--- config.mk ---
export PLATFORM = sky130hd
export DESIGN_NAME = lm_sequencer
export DESIGN_NICKNAME = d
export VERILOG_FILES = /design/src/rtl/lm_sequencer_pkg.sv /design/src/rtl/lm_prio_enc.sv /design/src/rtl/lm_sequencer.sv
export SDC_FILE = /design/constraint.sdc
export NUM_CORES = 1
export LEC_CHECK = 0
export CORE_MARGIN = 8
export CORE_UTILIZATION = 44
export CTS_CLUSTER_DIAMETER = 100
export CTS_CLUSTER_SIZE = 10
export DETAILED_ROUTE_END_ITERATION = 7
export PLACE_DENSITY = 0.85
export SLEW_MARGIN = 0
export SYNTH_ARGS = -nofsm -noshare
export SYNTH_HDL_FRONTEND = slang
export SYNTH_HIERARCHICAL = 1
export SYNTH_SLANG_ARGS = --single-unit
--- constraint.sdc ---
create_clock -name clk -period 2.3 [get_ports clk]
set_input_delay 0.46 -clock clk [delete_from_list [all_inputs] [get_ports clk]]
set_output_delay 0.46 -clock clk [all_outputs]
set_load 0.02 [all_outputs]
--- src/rtl/lm_sequencer_pkg.sv ---
// rtl/lm_sequencer_pkg.sv - shared RISC15 core constants and the LM sequencer state type
package lm_sequencer_pkg;

    // Major opcodes, op[5:2]
    localparam logic [3:0] OP_LHI = 4'b0011;
    localparam logic [3:0] OP_LW  = 4'b0100;
    localparam logic [3:0] OP_SW  = 4'b0101;
    localparam logic [3:0] OP_LM  = 4'b0110;
    localparam logic [3:0] OP_SM  = 4'b0111;

    typedef enum logic [1:0] {
        ST_IDLE  = 2'd0,
        ST_RUN   = 2'd1,
        ST_DRAIN = 2'd2
    } lm_state_e;

endpackage

--- src/rtl/lm_prio_enc.sv ---
// rtl/lm_prio_enc.sv - 8-to-3 lowest-set-bit priority encoder with valid flag
module lm_prio_enc (
    input  logic [7:0] i_mask,
    output logic [2:0] o_idx,
    output logic       o_valid
);

    // Scan from the top down so the lowest set bit has the final say
    always_comb begin
        o_idx   = 3'd0;
        o_valid = |i_mask;
        for (int i = 7; i >= 0; i--) begin
            if (i_mask[i]) begin
                o_idx = 3'(i);
            end
        end
    end

endmodule

--- src/rtl/lm_sequencer.sv ---
// rtl/lm_sequencer.sv - load-multiple engine for the mem stage; LM_SEQ_FWD_EN adds a registered forwarding copy of each write
module lm_sequencer
    import lm_sequencer_pkg::*;
#(
    parameter int DATA_W = 16,
    parameter int ADDR_W = 16
) (
    input  logic              clk,
    input  logic              reset,
    input  logic              start,
    input  logic [ADDR_W-1:0] base_addr,
    input  logic [7:0]        reg_mask,
    input  logic              kill,
    output logic              mem_rd_en,
    output logic [ADDR_W-1:0] mem_addr,
    input  logic [DATA_W-1:0] mem_rdata,
    output logic              rf_wr_en,
    output logic [2:0]        rf_wr_addr,
    output logic [DATA_W-1:0] rf_wr_data,
    output logic              busy,
    output logic              done
`ifdef LM_SEQ_FWD_EN
    ,
    output logic              fwd_valid,
    output logic [2:0]        fwd_reg,
    output logic [DATA_W-1:0] fwd_data
`endif
);

    lm_state_e         r_state;
    logic [7:0]        r_mask;
    logic [ADDR_W-1:0] r_addr;
    logic [2:0]        r_pend_reg;
    logic              r_pend_valid;
    logic              r_done;

    logic [2:0]        w_idx;
    logic              w_idx_valid;
    logic [7:0]        w_mask_clr;

    lm_prio_enc u_prio_enc (
        .i_mask  (r_mask),
        .o_idx   (w_idx),
        .o_valid (w_idx_valid)
    );

    assign w_mask_clr = r_mask & ~(8'd1 << w_idx);

    // Sequencer FSM: latch the request, issue one read per cycle, retire after the last write-back
    always_ff @(posedge clk) begin
        if (reset) begin
            r_state      <= ST_IDLE;
            r_mask       <= 8'd0;
            r_addr       <= '0;
            r_pend_reg   <= 3'd0;
            r_pend_valid <= 1'b0;
            r_done       <= 1'b0;
        end else begin
            r_done       <= 1'b0;
            r_pend_valid <= 1'b0;
            case (r_state)
                ST_IDLE: begin
                    if (start && !kill) begin
                        r_addr <= base_addr;
                        r_mask <= reg_mask;
                        if (reg_mask == 8'd0) begin
                            r_done <= 1'b1;
                        end else begin
                            r_state <= ST_RUN;
                        end
                    end
                end
                ST_RUN: begin
                    // A killed read is still on the bus but never gets a write-back slot
                    if (kill || !w_idx_valid) begin
                        r_state <= ST_IDLE;
                        r_mask  <= 8'd0;
                    end else begin
                        r_mask       <= w_mask_clr;
                        r_addr       <= r_addr + {{(ADDR_W-1){1'b0}}, 1'b1};
                        r_pend_reg   <= w_idx;
                        r_pend_valid <= 1'b1;
                        if (w_mask_clr == 8'd0) begin
                            r_state <= ST_DRAIN;
                            r_done  <= 1'b1;
                        end
                    end
                end
                ST_DRAIN: begin
                    r_state <= ST_IDLE;
                end
                default: begin
                    r_state <= ST_IDLE;
                end
            endcase
        end
    end

    assign mem_rd_en  = (r_state == ST_RUN);
    assign mem_addr   = mem_rd_en ? r_addr : '0;
    assign rf_wr_en   = r_pend_valid;
    assign rf_wr_addr = r_pend_valid ? r_pend_reg : 3'd0;
    assign rf_wr_data = r_pend_valid ? mem_rdata : '0;
    // A flush landing on the retire cycle suppresses the done pulse
    assign done       = r_done & ~(kill & (r_state == ST_DRAIN));
    // Combinational so the front end freezes in the same cycle LM shows up
    assign busy       = (r_state != ST_IDLE) | (start & ~kill);

`ifdef LM_SEQ_FWD_EN
    logic              r_fwd_valid;
    logic [2:0]        r_fwd_reg;
    logic [DATA_W-1:0] r_fwd_data;

    // One-cycle-delayed copy of the register-file write for the operand bypass
    always_ff @(posedge clk) begin
        if (reset) begin
            r_fwd_valid <= 1'b0;
            r_fwd_reg   <= 3'd0;
            r_fwd_data  <= '0;
        end else begin
            r_fwd_valid <= rf_wr_en;
            r_fwd_reg   <= rf_wr_addr;
            r_fwd_data  <= rf_wr_data;
        end
    end

    assign fwd_valid = r_fwd_valid;
    assign fwd_reg   = r_fwd_reg;
    assign fwd_data  = r_fwd_data;
`endif

endmodule

* After elaboration in Yosys (flattened, before gate mapping) *
Cells that the tools add are included.

operators by class
  add/sub/neg operators = 1
  eq/ne operators = 6
  shift-type cells = 1
  muxes and demuxes = 28
  bitwise operators = 10
  reductions and logical operators = 15

operators with widths
  operator                                                            count
  16-bit 2-to-1 mux                                                   4
  16-bit one-hot mux with 2 select lines                              1
  3-bit 2-to-1 mux                                                    9
  16-bit by 1-bit adder with 16-bit output (second input constant)    1
  8-bit zero test                                                     2
  8-bit 2-to-1 mux                                                    2
  8-bit one-hot mux with 2 select lines                               1
  8-bit bitwise AND                                                   1
  2-bit 2-to-1 mux                                                    4
  8-bit NOT                                                           1
  8-bit OR reduction                                                  1
  1-bit by 3-bit left shift with 8-bit output (first input constant)  1
  2-bit != test (second input constant)                               3
  3-bit AND reduction                                                 2
  1-bit 2-to-1 mux                                                    5
  1-bit NOT                                                           4
  2-bit one-hot mux with 2 select lines                               1
  2-bit AND reduction                                                 2
  2-bit nonzero test                                                  2
  1-bit bitwise AND                                                   3
  3-bit by 1-bit != test with 1-bit output (second input constant)    1
  2-bit by 1-bit == test with 1-bit output (second input constant)    1
  2-bit == test (second input constant)                               1
  1-bit zero test                                                     2
  other kinds (6)                                                     6

storage, ports and cells
  register bits = 31
  input port bits = 44

* Longest topological paths before layout *
  depth in word-level cells = 15
  depth in mapped cells = 8
  depth with buffers taken out = 7

* Hierarchy *
The synthesis kept the hierarchy.

by module, submodules not included
  module        instances  cells an instance  area each (µm²)  seq. area each (µm²)
  lm_sequencer  1          273                2,019.4          620.6
  lm_prio_enc   1          13                 81.3             0.0

* Worst setup path after synthesis *
Ideal clock, no wire load.

  path kind = reg2out
  start = register r_state[0]
  end = output port mem_addr[0]
  arrival time = 1.454 ns
  setup slack = 0.386 ns
  stages on the path, launching flop included = 6
  path buffers = 2
  path through = dfxtp_1 > buf_6 > or2b_1 > inv_1 > clkbuf_1 > and2_1

between the ends
  longest elaborated chain between the ends = 2

RTL lines
  element                                   RTL line             text
  from (decl)                               lm_sequencer.sv:30   lm_state_e r_state;
  from (signal assigned)                    lm_sequencer.sv:52   r_state <= ST_IDLE;
  from (signal assigned)                    lm_sequencer.sv:69   r_state <= ST_RUN;
  from (signal assigned)                    lm_sequencer.sv:76   r_state <= ST_IDLE;
  2-bit by 1-bit == test with 1-bit output  lm_sequencer.sv:99   assign mem_rd_en = (r_state == ST_RUN);
  via mem_rd_en                             lm_sequencer.sv:14   output logic mem_rd_en,
  16-bit 2-to-1 mux                         lm_sequencer.sv:100  assign mem_addr = mem_rd_en ? r_addr : '0;
  to (decl)                                 lm_sequencer.sv:15   output logic [ADDR_W-1:0] mem_addr,

The timed path passes the listed nets, and every way through them passes these cells.

* Worst setup path after layout *
  start = input port kill
  end = output port done

between the ends
  longest elaborated chain between the ends = 3

RTL lines
  element            RTL line             text
  from (decl)        lm_sequencer.sv:13   input logic kill,
  1-bit bitwise AND  lm_sequencer.sv:105  assign done = r_done & ~(kill & (r_state == ST_DRAIN));
  1-bit NOT          lm_sequencer.sv:105
  1-bit bitwise AND  lm_sequencer.sv:105
  to (decl)          lm_sequencer.sv:21   output logic done

Every way passes these cells.

==> qor.log <==
INFO  run_status     run_status=finished, final reports clean
INFO  setup_path     setup.worst_path.start_class=input pin
INFO  logic_synthesis synthesis.instances=286
INFO  power_and_ir_drop comb_power_share=24.0%
INFO  layout         nets=423
INFO  setup_path     path_buf_inv=2
INFO  global_route   wire_length_of_the_first_global_routing_pass=11.2mm
INFO  setup_path     rr_endpoint=r_state[0]
INFO  drt            antenna_violating_nets_post_route=0
INFO  clock_network  root_buffer_cell=sky130_fd_sc_hd__clkbuf_8
INFO  setup_path     setup.reg_to_reg.worst_slack=260ps
INFO  drt            avg_wl_per_cell=15.4um
INFO  floorplanning  floorplan.core_area=0.00466sqmm
INFO  logic_synthesis synth_enable_flop_cells=0
INFO  timing         setup_tns_final=0ps
INFO  logic_synthesis ys_seq_area_share=29.5%
INFO  power_and_ir_drop p_sw=0.400mW
INFO  placed_design  preCtsSetupSlack=39.6ps
INFO  placed_design  gp_routability_congestion=0.863
INFO  setup_path     crit_fanout=3
INFO  clock_network  clock_tree.htree_level_count=2
INFO  logic_synthesis ys_ff_latch=31
INFO  power_and_ir_drop cellLeakagePower=1.32nW
INFO  global_route   grt-ovfl-total=0
INFO  global_route   largest_net_degree_at_the_start_of_global_routing=30
INFO  setup_path     crit_chain=clkdlybuf4s50_1, a31oi_1, clkdlybuf4s50_1
INFO  setup_path     regToRegStartpoint=r_mask[4]
INFO  setup_path     timing.reg2reg.worst_path_depth=7
INFO  worst_hold_path min-delay-start=r_pend_reg[2]
INFO  layout         syn2layout_area_growth=50.3%
INFO  placed_design  detailedPlacementHpwl=5.08mm
INFO  power_and_ir_drop share_seq_of_total_power=42.4%
INFO  logic_synthesis syn_area=0.00210sqmm
INFO  worst_hold_path holdPathStages=2
INFO  floorplanning  floorplan.die.height=85.1um
INFO  logic_synthesis top_cells_by_area_synth=sky130_fd_sc_hd__dfxtp_1 (30%), sky130_fd_sc_hd__and2_1 (9.8%), sky130_fd_sc_hd__a21oi_1 (7.6%)
INFO  power_and_ir_drop ir_drop=0.311mV
INFO  timing         slew-limit-headroom=68.9%
INFO  setup_path     critPathRequiredTime=1840ps
INFO  floorplanning  start_util=45.1%
INFO  global_route   first_global_vias=2411
INFO  floorplanning  placement_rows=25
INFO  drt            drt-vias-per-instance=5.73
INFO  timing         report.final.hold_viol_count=0
INFO  timing         post-route-min-period=2230ps
INFO  setup_path     timing.critical_path.max_delay_family=buffers and inverters
INFO  logic_synthesis netlist.area_leader.share=29.5%
INFO  logic_synthesis yosysUniqueCellTypes=49
INFO  drt            drt_iter0_markers=149
INFO  clock_network  clkLatencyLatePin=290ps
INFO  setup_path     worst_path_max_delay_cell=sky130_fd_sc_hd__clkdlybuf4s50_1
INFO  logic_synthesis yosys.area.top_type=sky130_fd_sc_hd__dfxtp_1
INFO  power_and_ir_drop power_switching_share=28.3%
INFO  layout         final_layout_size_suffix_gt1_share=8.97%
INFO  drt            total_number_of_vias=2482
INFO  setup_path     critical_path_arrival=1770ps
INFO  flow_run       max_cap_viol_count=0
INFO  clock_network  tritoncts_num_sinks=31
INFO  clock_network  number_of_buffers_inserted_by_hold_repair_at_cts=0
INFO  logic_synthesis yosys_warnings=6
INFO  drt            route.final.wire_length=6.66mm
INFO  clock_network  cts_buffers=5
INFO  global_route   grt_use_total=18.5%
INFO  timing         fin_ws=73.6ps
INFO  drt            total_drc_errors_in_the_routed_layout=0
INFO  clock_network  tritoncts=yes
INFO  timing         max_slew.worst_pin.slew=465ps
INFO  floorplanning  io_pins=83
INFO  drt            pre_repair_dr_iteration_count=4
INFO  layout         max_reg_flops=16
INFO  setup_path     sort_of_element_at_the_end_of_the_critical_path=output port
INFO  placed_design  placed_cells_incl_taps=422
INFO  timing         finalClockSkew=8.34ps
INFO  logic_synthesis synth.net_count=331
INFO  timing         timing.final.max_slew_violations=0
INFO  setup_path     timing.critical_path.mode_cell=sky130_fd_sc_hd__clkdlybuf4s50_1
INFO  timing         period_share=96.8%
INFO  layout         num_antenna_cells=0
INFO  layout         final_standard_cell_count_with_taps_included_and_fillers_excluded=433
INFO  timing         clock.fmax=449MHz
INFO  logic_synthesis synth-async-reset-ratio=0%
INFO  logic_synthesis syn-mean-instance-area=7.35squm
INFO  power_and_ir_drop internal_power=1.01mW
INFO  timing         setup_violating_endpoint_count_in_the_final_report=0
INFO  timing         unrepaired_setup_endpoints_after_global_routing=no
INFO  setup_path     crit_path_max_incr_delay=630ps
INFO  power_and_ir_drop power.share.clock=33.6%
INFO  placed_design  port-buffer-count=82
INFO  worst_hold_path holdPathEnd=r_pend_reg[2]
INFO  floorplanning  die_w=85.1um
INFO  power_and_ir_drop pwr_density_cell=448mW/mm^2
INFO  floorplanning  dieArea=0.00724sqmm
INFO  setup_path     timing_worst_setup_path_type=in2out
INFO  global_route   antenna_found_initial=0
INFO  worst_hold_path hp-class=reg2reg
INFO  logic_synthesis ys_dominant_reg_cell=sky130_fd_sc_hd__dfxtp_1
INFO  clock_network  max-clock-path-buffers=2
INFO  clock_network  clk_transition_reported_paths=60ps
-- repair_timing --
| action | CTS | global route |
|---|---|---|
| endpoints found under the setup margin | 13 | 8 |
| gates resized for setup | 13 | 6 |
| cloned | 0 | 0 |
| buffers inserted | 3 | 0 |
-- layout make-up --
| type | instances | area (sq um) |
|---|---|---|
| timing repair buffer | 101 | 961 |
| fill | 417 | 1500 |
| clock buffer | 8 | 100 |
| inverter | 11 | 45.0 |
| multi-input combinational | 228 | 1360 |
| tap | 54 | 67.6 |
| sequential | 31 | 621 |
-- cells by family after synthesis --
family | count (synthesis) | synth area share, %
AO/OA/AOI/OAI | 85 | 24.8
flip-flops | 31 | 29.5
multiplexers | 9 | 4.35
adder cells (fa/ha/maj) | 1 | 0.595
AND/OR/NAND/NOR | 133 | 34.8
buffers and inverters | 27 | 5.90
-- stage by stage --
step | utilization [%] | hold slack (ps) | power, mW | area, sq um
detailed placement | 64.9 | 478 | 0.940 | 3030
global route | 67.8 | 530 | 1.49 | 3160
floorplan | - | 446 | 0.779 | 2100
global placement | 64.9 | 467 | 0.930 | 3030
finish | 67.8 | 491 | 1.41 | 3160
CTS | 67.3 | 494 | 1.41 | 3140
-- tightest hold or removal path, stage by stage (launching register included) --
cell                      delay (ps)
sky130_fd_sc_hd__dfxtp_1         320
sky130_fd_sc_hd__mux2i_1          60
sky130_fd_sc_hd__nor2_1           70
-- cell usage after synthesis, types with 2 or more instances --
| cell type | instances |
|---|---|
| sky130_fd_sc_hd__clkbuf_1 | 8 |
| sky130_fd_sc_hd__nor4_1 | 4 |
| sky130_fd_sc_hd__nand4_1 | 6 |
| sky130_fd_sc_hd__o32ai_1 | 5 |
| sky130_fd_sc_hd__o41ai_1 | 2 |
| sky130_fd_sc_hd__nor3_1 | 5 |
| sky130_fd_sc_hd__and3_1 | 2 |
| sky130_fd_sc_hd__o21a_1 | 2 |
| sky130_fd_sc_hd__and2_1 | 33 |
| sky130_fd_sc_hd__o31a_1 | 2 |
| sky130_fd_sc_hd__nor3b_1 | 2 |
| sky130_fd_sc_hd__buf_2 | 5 |
| sky130_fd_sc_hd__a21o_1 | 3 |
| sky130_fd_sc_hd__dfxtp_1 | 31 |
| sky130_fd_sc_hd__inv_1 | 11 |
| sky130_fd_sc_hd__and2_0 | 4 |
| sky130_fd_sc_hd__nor2_1 | 26 |
| sky130_fd_sc_hd__nor2b_1 | 4 |
| sky130_fd_sc_hd__a211oi_1 | 3 |
| sky130_fd_sc_hd__mux2i_1 | 8 |
| sky130_fd_sc_hd__buf_6 | 2 |
| sky130_fd_sc_hd__nand2b_1 | 3 |
| sky130_fd_sc_hd__a31oi_1 | 5 |
| sky130_fd_sc_hd__o21ai_0 | 20 |
| sky130_fd_sc_hd__a21oi_1 | 32 |
| sky130_fd_sc_hd__nor3_2 | 2 |
| sky130_fd_sc_hd__and4_1 | 3 |
| sky130_fd_sc_hd__a311oi_1 | 2 |
| sky130_fd_sc_hd__nand2_1 | 22 |
| sky130_fd_sc_hd__nand3_1 | 10 |
-- cell usage in the layout (no fill, tap or decap), types with 3 or more instances in the layout --
cell type                         count
sky130_fd_sc_hd__a211oi_1             3
sky130_fd_sc_hd__a21o_1               3
sky130_fd_sc_hd__a21oi_1             32
sky130_fd_sc_hd__a31oi_1              5
sky130_fd_sc_hd__and2_0               4
sky130_fd_sc_hd__and2_1              33
sky130_fd_sc_hd__and4_1               3
sky130_fd_sc_hd__buf_4               19
sky130_fd_sc_hd__clkbuf_8             7
sky130_fd_sc_hd__clkdlybuf4s50_1     65
sky130_fd_sc_hd__dfxtp_1             31
sky130_fd_sc_hd__dlygate4sd2_1       12
sky130_fd_sc_hd__dlymetal6s2s_1       5
sky130_fd_sc_hd__inv_1               10
sky130_fd_sc_hd__mux2i_1              8
sky130_fd_sc_hd__nand2_1             22
sky130_fd_sc_hd__nand2b_1             3
sky130_fd_sc_hd__nand3_1             10
sky130_fd_sc_hd__nand4_1              6
sky130_fd_sc_hd__nor2_1              26
sky130_fd_sc_hd__nor2b_1              4
sky130_fd_sc_hd__nor3_1               5
sky130_fd_sc_hd__nor4_1               4
sky130_fd_sc_hd__o21ai_0             20
sky130_fd_sc_hd__o32ai_1              5
-- metal layers --
layer,routed length (um),part of all wire (%),vias to the layer above,track usage [%]
met1,2680,40,1139,21.0
met3,478,7.2,19,4.83
met5,0,0,-,0
met4,176,2.6,0,9.55
li1,-,-,1212,-
met2,3320,50,112,31.1
-- worst max-delay path by stage --
| stage | from | endpoint | slack [ps] | depth (start not counted) |
|---|---|---|---|---|
| 6_report | kill | done | 70 | 3 |
| 3_5_place_dp | kill | busy | 40 | 4 |
| 5_1_grt | kill | done | 20 | 3 |
| 3_3_place_gp | kill | busy | 40 | 4 |
| 2_1_floorplan | r_state[0] | mem_addr[0] | 390 | 5 |
| 4_1_cts | kill | busy | 30 | 4 |
-- power groups by stage --
stage	Sequential (mW)	Clock, mW	Combinational (mW)
finish	0.599	0.475	0.340
global route	0.604	0.510	0.373
CTS	0.598	0.477	0.335
detailed placement	0.610	0	0.330
global placement	0.607	0	0.322
floorplan	0.599	0	0.179
No activity file was read; power rests on OpenSTA's default activity.
==> edit 1 (same settings) <==
Add an input register stage for `start`, `base_addr`, `reg_mask`, `kill` and `mem_rdata`, with the module's reset; this delays them by one clock.
--- a/src/rtl/lm_sequencer.sv
+++ b/src/rtl/lm_sequencer.sv
@@ -27,4 +27,26 @@
 `endif
 );
+
+    logic start_q;
+    logic [ADDR_W-1:0] base_addr_q;
+    logic [7:0] reg_mask_q;
+    logic kill_q;
+    logic [DATA_W-1:0] mem_rdata_q;
+
+    always_ff @(posedge clk) begin
+        if (reset) begin
+            start_q     <= '0;
+            base_addr_q <= '0;
+            reg_mask_q  <= '0;
+            kill_q      <= '0;
+            mem_rdata_q <= '0;
+        end else begin
+            start_q     <= start;
+            base_addr_q <= base_addr;
+            reg_mask_q  <= reg_mask;
+            kill_q      <= kill;
+            mem_rdata_q <= mem_rdata;
+        end
+    end
 
     lm_state_e         r_state;
@@ -61,8 +83,8 @@
             case (r_state)
                 ST_IDLE: begin
-                    if (start && !kill) begin
-                        r_addr <= base_addr;
-                        r_mask <= reg_mask;
-                        if (reg_mask == 8'd0) begin
+                    if (start_q && !kill_q) begin
+                        r_addr <= base_addr_q;
+                        r_mask <= reg_mask_q;
+                        if (reg_mask_q == 8'd0) begin
                             r_done <= 1'b1;
                         end else begin
@@ -73,5 +95,5 @@
                 ST_RUN: begin
                     // A killed read is still on the bus but never gets a write-back slot
-                    if (kill || !w_idx_valid) begin
+                    if (kill_q || !w_idx_valid) begin
                         r_state <= ST_IDLE;
                         r_mask  <= 8'd0;
@@ -101,9 +123,9 @@
     assign rf_wr_en   = r_pend_valid;
     assign rf_wr_addr = r_pend_valid ? r_pend_reg : 3'd0;
-    assign rf_wr_data = r_pend_valid ? mem_rdata : '0;
+    assign rf_wr_data = r_pend_valid ? mem_rdata_q : '0;
     // A flush landing on the retire cycle suppresses the done pulse
-    assign done       = r_done & ~(kill & (r_state == ST_DRAIN));
+    assign done       = r_done & ~(kill_q & (r_state == ST_DRAIN));
     // Combinational so the front end freezes in the same cycle LM shows up
-    assign busy       = (r_state != ST_IDLE) | (start & ~kill);
+    assign busy       = (r_state != ST_IDLE) | (start_q & ~kill_q);
 
 `ifdef LM_SEQ_FWD_EN
Check against the original RTL: not equivalent (Yosys sat finds a counterexample within 4 cycles, from zero or initial values and one cycle with reset high).
==> edit 1 against the original RTL <==
  * First-iteration DRC count rose by 81%
  * Global-route usage fell by 1.7 points
  * Design area is 37% higher
  * Sequential cell count increased by 42
  * Routed wire length up 25%
  * Critical path depth unchanged
  * Synthesized cell count grew 29%
  * Worst setup slack improved by 7.3 ps
  * Die area is 39% higher
  * Synthesized area increased by 50%
  * Total power grew 97%
  * Sequential power rose by 130%
  * Critical path type is now flop to output pin
==> edit 1: results (changes against the original RTL) <==
| Metric | Value |
|---|---|
| Number of filler instances in the final layout | 621 (+49%) |
| Most used standard cells in the synthesized netlist | sky130_fd_sc_hd__dfxtp_1 (73), sky130_fd_sc_hd__nor2b_1 (45), sky130_fd_sc_hd__nor2_1 (36) |
| # nets final | 498 (+18%) |
| Detailed-placement wirelength estimate | 6173 um (+22%) |
| Final setup skew | 11.71 ps (+3.377 ps) |
| Count of H-tree levels built during CTS | 3 (+1) |
| Register-to-register path setup slack | 190 ps (-70 ps) |
| Num CTS Buffers | 9 (+4) |
| Routability-driven placement congestion ratio | 0.8830 (+2.3%) |
| Seq/Total Area, Yosys | 0.4652 (+0.1697) |
| Synthesized net count | 415 (+25%) |
| DRC violation total after the first TritonRoute iteration | 270 (+81%) |
| Largest cells by area after synthesis | sky130_fd_sc_hd__dfxtp_1 (47%), sky130_fd_sc_hd__nor2b_1 (9.0%), sky130_fd_sc_hd__and2_1 (7.0%) |
| Via density per instance | 5.253 (-8.4%) |
| Hold_ws | 474.6 ps (-16.21 ps) |
| Worst Tran Pin Value | 521.3 ps (+56.24 ps) |
| First-pass detailed-route iteration total | 5 (+1) |
| Beginning of the worst hold path | base_addr_q[1]$_SDFF_PP0_ |
| Clock slew at the register clock pins of the worst setup and hold paths | 80 ps (+20 ps) |
| Peak supply drop | 0.0003935 V (+26%) |
| Maximum fanout along the worst path | 24 (+21) |
| Crit Reg-Reg Endpoint | r_addr[15]$_SDFFE_PP0P_ |
| Status | completed |
| Worst Hold End | r_addr[1]$_SDFFE_PP0P_ |
| Post-Route WL | 8289 um (+25%) |
| Worst setup timing slack at the placement stage | 142.2 ps (+102.6 ps) |
[edit 1: cell type report]
cell class	instances	area (um^2)	area share
inverters	9	36.28	0.008396
clock buffers	11	151.4	0.03503
multi-input cells	266	1564	0.3619
repair buffers	94	905.9	0.2096
clock inverters	5	77.57	0.01795
flip-flops and latches	73	1463	0.3384
well taps	99	123.9	0.02866
[edit 1: kinds of logic after synthesis]
logic type | count (synthesis) | share of synthesized area
AO/OA/AOI/OAI | 67 | 0.1386
adder cells (fa/ha/maj) | 1 | 0.003982
buffers and inverters | 31 | 0.03862
flip-flops | 73 | 0.4652
multiplexers | 5 | 0.01593
AND/OR/NAND/NOR | 193 | 0.3377
[edit 1: worst max-delay path by stage]
stage | from | to | slack [ps]
global placement | r_mask[4]$_SDFFE_PP0P_ | r_state[0]$_SDFFE_PP0P_ | 190
global route | r_state[0]$_SDFFE_PP0P_ | mem_rd_en | 20
floorplan | r_mask[7]$_SDFFE_PP0P_ | r_state[0]$_SDFFE_PP0P_ | 220
CTS | r_state[1]$_SDFFE_PP0P_ | mem_addr[11] | 0.01
detailed placement | r_mask[4]$_SDFFE_PP0P_ | r_state[0]$_SDFFE_PP0P_ | 140
finish | r_state[0]$_SDFFE_PP0P_ | mem_rd_en | 80
[edit 1: what timing repair did]
item	4_1_cts	5_1_grt
gates cloned	0	0
resized for setup	18	3
setup endpoints to repair	17	4
pin swaps	0	0
[edit 1: metrics by stage]
step | std cells | utilization | instance area (um^2) | total power [mW]
final | 557 | 0.6088 | 4322 | 2.783
after global routing | 557 | 0.6088 | 4322 | 2.899
after CTS | 557 | 0.6078 | 4314 | 2.807
after detailed placement | 541 | 0.5771 | 4096 | 1.678
after global placement | 541 | 0.5771 | 4096 | 1.669
after floorplan | 370 | - | 3142 | 1.541
[edit 1: layer usage]
layer,track usage,part of all wire,vias up
met3,0.04489,0.080,16
met4,0.08140,0.021,0
met1,0.2002,0.43,1348
li1,-,-,1440
met5,0,0,-
met2,0.2738,0.47,122
[edit 1: power groups by stage]
stage                     registers (mW)  clock network, mW  logic, mW
after floorplan                     1.37                  0      0.168
after global placement              1.38                  0      0.284
after detailed placement            1.39                  0      0.290
after CTS                           1.36               1.16      0.292
after global routing                1.37               1.21      0.324
final                               1.36               1.13      0.294
[edit 1: critical path: stages (launching register included)]
cell                              delay, ps
sky130_fd_sc_hd__dfxtp_1                420
sky130_fd_sc_hd__nand2b_1               150
sky130_fd_sc_hd__inv_4                  200
sky130_fd_sc_hd__clkdlybuf4s50_1        640
==> edit 2 (same settings) <==
Without the edit above. The parameter `DATA_W` goes from 16 to 24.
--- a/src/rtl/lm_sequencer.sv
+++ b/src/rtl/lm_sequencer.sv
@@ -3,5 +3,5 @@
     import lm_sequencer_pkg::*;
 #(
-    parameter int DATA_W = 16,
+    parameter int DATA_W = 24,
     parameter int ADDR_W = 16
 ) (
Interface: changed (resized mem_rdata and rf_wr_data); port bits go from 83 to 99. No check against the original RTL was run, so the function may have changed too.
==> edit 2 against the original RTL <==
  * Sequential cell count did not move
  * Total power grew 7.0%
  * Largest power group unchanged
  * Non-clock buffer count up 14
  * Design area rose by 6.6%
  * Register-to-register slack got worse by 20 ps
  * Routed wire length is 7.8% higher
  * Worst setup slack got worse by 9.5 ps
  * Sequential share of layout area is 1.2 points lower
  * Critical path type is now flop to output pin
  * Hold slack worse by 41 ps
  * Synthesized area decreased by 0.30%
  * First-iteration DRC count is 110% higher
==> edit 2: results (changes against the original RTL) <==
| Metric | Value |
|---|---|
| Share of final-layout standard cells stronger than drive strength 1 | 0.07731 (-0.01240) |
| Proportion of register bits with asynchronous set or reset after synthesis | 0 (unchanged) |
| Total of buffers placed on input and output ports | 98 (+20%) |
| Leakage dissipation | 1.435 nW (+8.7%) |
| Largest cells by area after synthesis | sky130_fd_sc_hd__dfxtp_1 (30%), sky130_fd_sc_hd__and2_1 (13%), sky130_fd_sc_hd__a21oi_1 (6.5%) |
| Routability-driven placement congestion ratio | 0.9082 (+5.2%) |
| Clock tree root driver cell | sky130_fd_sc_hd__clkbuf_8 |
| Kind of cell adding the most delay to the critical path | buffers and inverters |
| Setup crit start | r_state[1]$_SDFFE_PP0P_ |
| Highest layer used for signal routing | met4 |
| Routed len/inst | 15.77 um (+2.6%) |
| Aggregate global-route resource usage | 0.1990 (+0.01391) |
| Synthesized net count | 349 (+5.4%) |
| Via count of the first global-routing pass | 2369 (-1.7%) |
| Detailed-placement wirelength estimate | 5616 um (+11%) |
| Routed wl met2 | 3431 um (+3.4%) |
| Worst setup timing slack at the placement stage | -0.9407 ps (-40.51 ps) |
| Startpoint of the lowest-slack register-to-register path | r_mask[4]$_SDFFE_PP0P_ |
| Hold_ws | 450.1 ps (-40.73 ps) |
| Register-to-register path setup slack | 240 ps (-20 ps) |
| Number of different library cells in the post-synthesis netlist | 40 (-18%) |
| Wire length the detailed router placed on met1 | 3103 um (+16%) |
| Peak supply drop | 0.0003661 V (+18%) |
| Maximum fanout along the worst path | 13 (+10) |
| Most used standard cells in the synthesized netlist | sky130_fd_sc_hd__and2_1 (45), sky130_fd_sc_hd__dfxtp_1 (31), sky130_fd_sc_hd__nand2_1 (30) |
| Largest stage delay, worst path | 610 ps (-20 ps) |
| Worst setup path end | mem_addr[2] |
| Status | completed |
| Final setup skew | 4.520 ps (-3.817 ps) |
| Number of filler instances in the final layout | 375 (-10%) |
| Slowest-stage cell, CP | sky130_fd_sc_hd__clkdlybuf4s50_1 |
| Worst Tran Pin Value | 479.5 ps (+14.44 ps) |
| DRC violation total after the first TritonRoute iteration | 308 (+110%) |
| # nets final | 453 (+7.1%) |
| Number of cells traversed by the worst register-to-register path | 7 (unchanged) |
| Worst-skew pair later-pin latency | 290 ps (about the same) |
| Via count | 2570 (+3.5%) |
| Worst Hold End | r_pend_reg[1]$_SDFFE_PP0P_ |
| Maximum number of pins on one net before global-route repair | 38 (+27%) |
| Final critical path time including I/O delays and setup | 2236 ps (+9.489 ps) |
| Met3 WL post-DR | 526 um (+10%) |
| Beginning of the worst hold path | r_pend_reg[1]$_SDFFE_PP0P_ |
| Seq/Total Area, Yosys | 0.2963 (+0.0008824) |
| First-pass GRT wire length | 11790 um (+5.4%) |
[edit 2: area by class of cell]
class                      count  share of cell area
clock buffer                   6             0.02454
clock inverter                 2             0.01041
inverter                       6            0.006691
multi-input combinational    241              0.4145
sequential                    31              0.1844
tap                           54             0.02007
timing repair buffer         115              0.3394
[edit 2: cell families (layout without fill, tap and decap cells)]
group | count (synthesis) | in the layout | share of synthesized area
compound gates | 80 | 80 | 0.2342
fa+ha+maj | 1 | 1 | 0.005973
buf+inv | 24 | 129 | 0.04421
flops | 31 | 31 | 0.2963
mux | 6 | 6 | 0.02867
simple gates | 154 | 154 | 0.3907
[edit 2: power breakdown]
part	leakage (nW)	switching, mW	total (mW)	internal, mW
logic	1.12	0.163	0.348	0.185
registers	0.253	0.0333	0.596	0.562
clock network	0.0612	0.218	0.569	0.350
[edit 2: worst reg2reg max path, stage by stage, from the launching register on]
cell	delay (ps)
sky130_fd_sc_hd__dfxtp_1	480
sky130_fd_sc_hd__nor4_2	100
sky130_fd_sc_hd__and3b_1	400
sky130_fd_sc_hd__nor2b_1	250
sky130_fd_sc_hd__a21oi_1	110
sky130_fd_sc_hd__nor4_2	380
sky130_fd_sc_hd__nor2_1	70
sky130_fd_sc_hd__o21a_1	170
[edit 2: through the flow]
stage               cells  cell area, um^2    util
floorplan             296             2095       -
global placement      447             3221  0.6910
detailed placement    447             3221  0.6910
CTS                   455             3337  0.7160
global route          455             3366  0.7221
finish                455             3366  0.7221
[edit 2: timing repair]
action	in CTS	in global routing
setup endpoints to repair	14	11
resized for setup	2	10
setup buffers	0	0
[edit 2: routing by layer]
layer	vias up	track usage
li1	1269	-
met1	1183	0.2451
met2	107	0.3366
met3	11	0.04537
met4	0	0.05340
met5	-	0
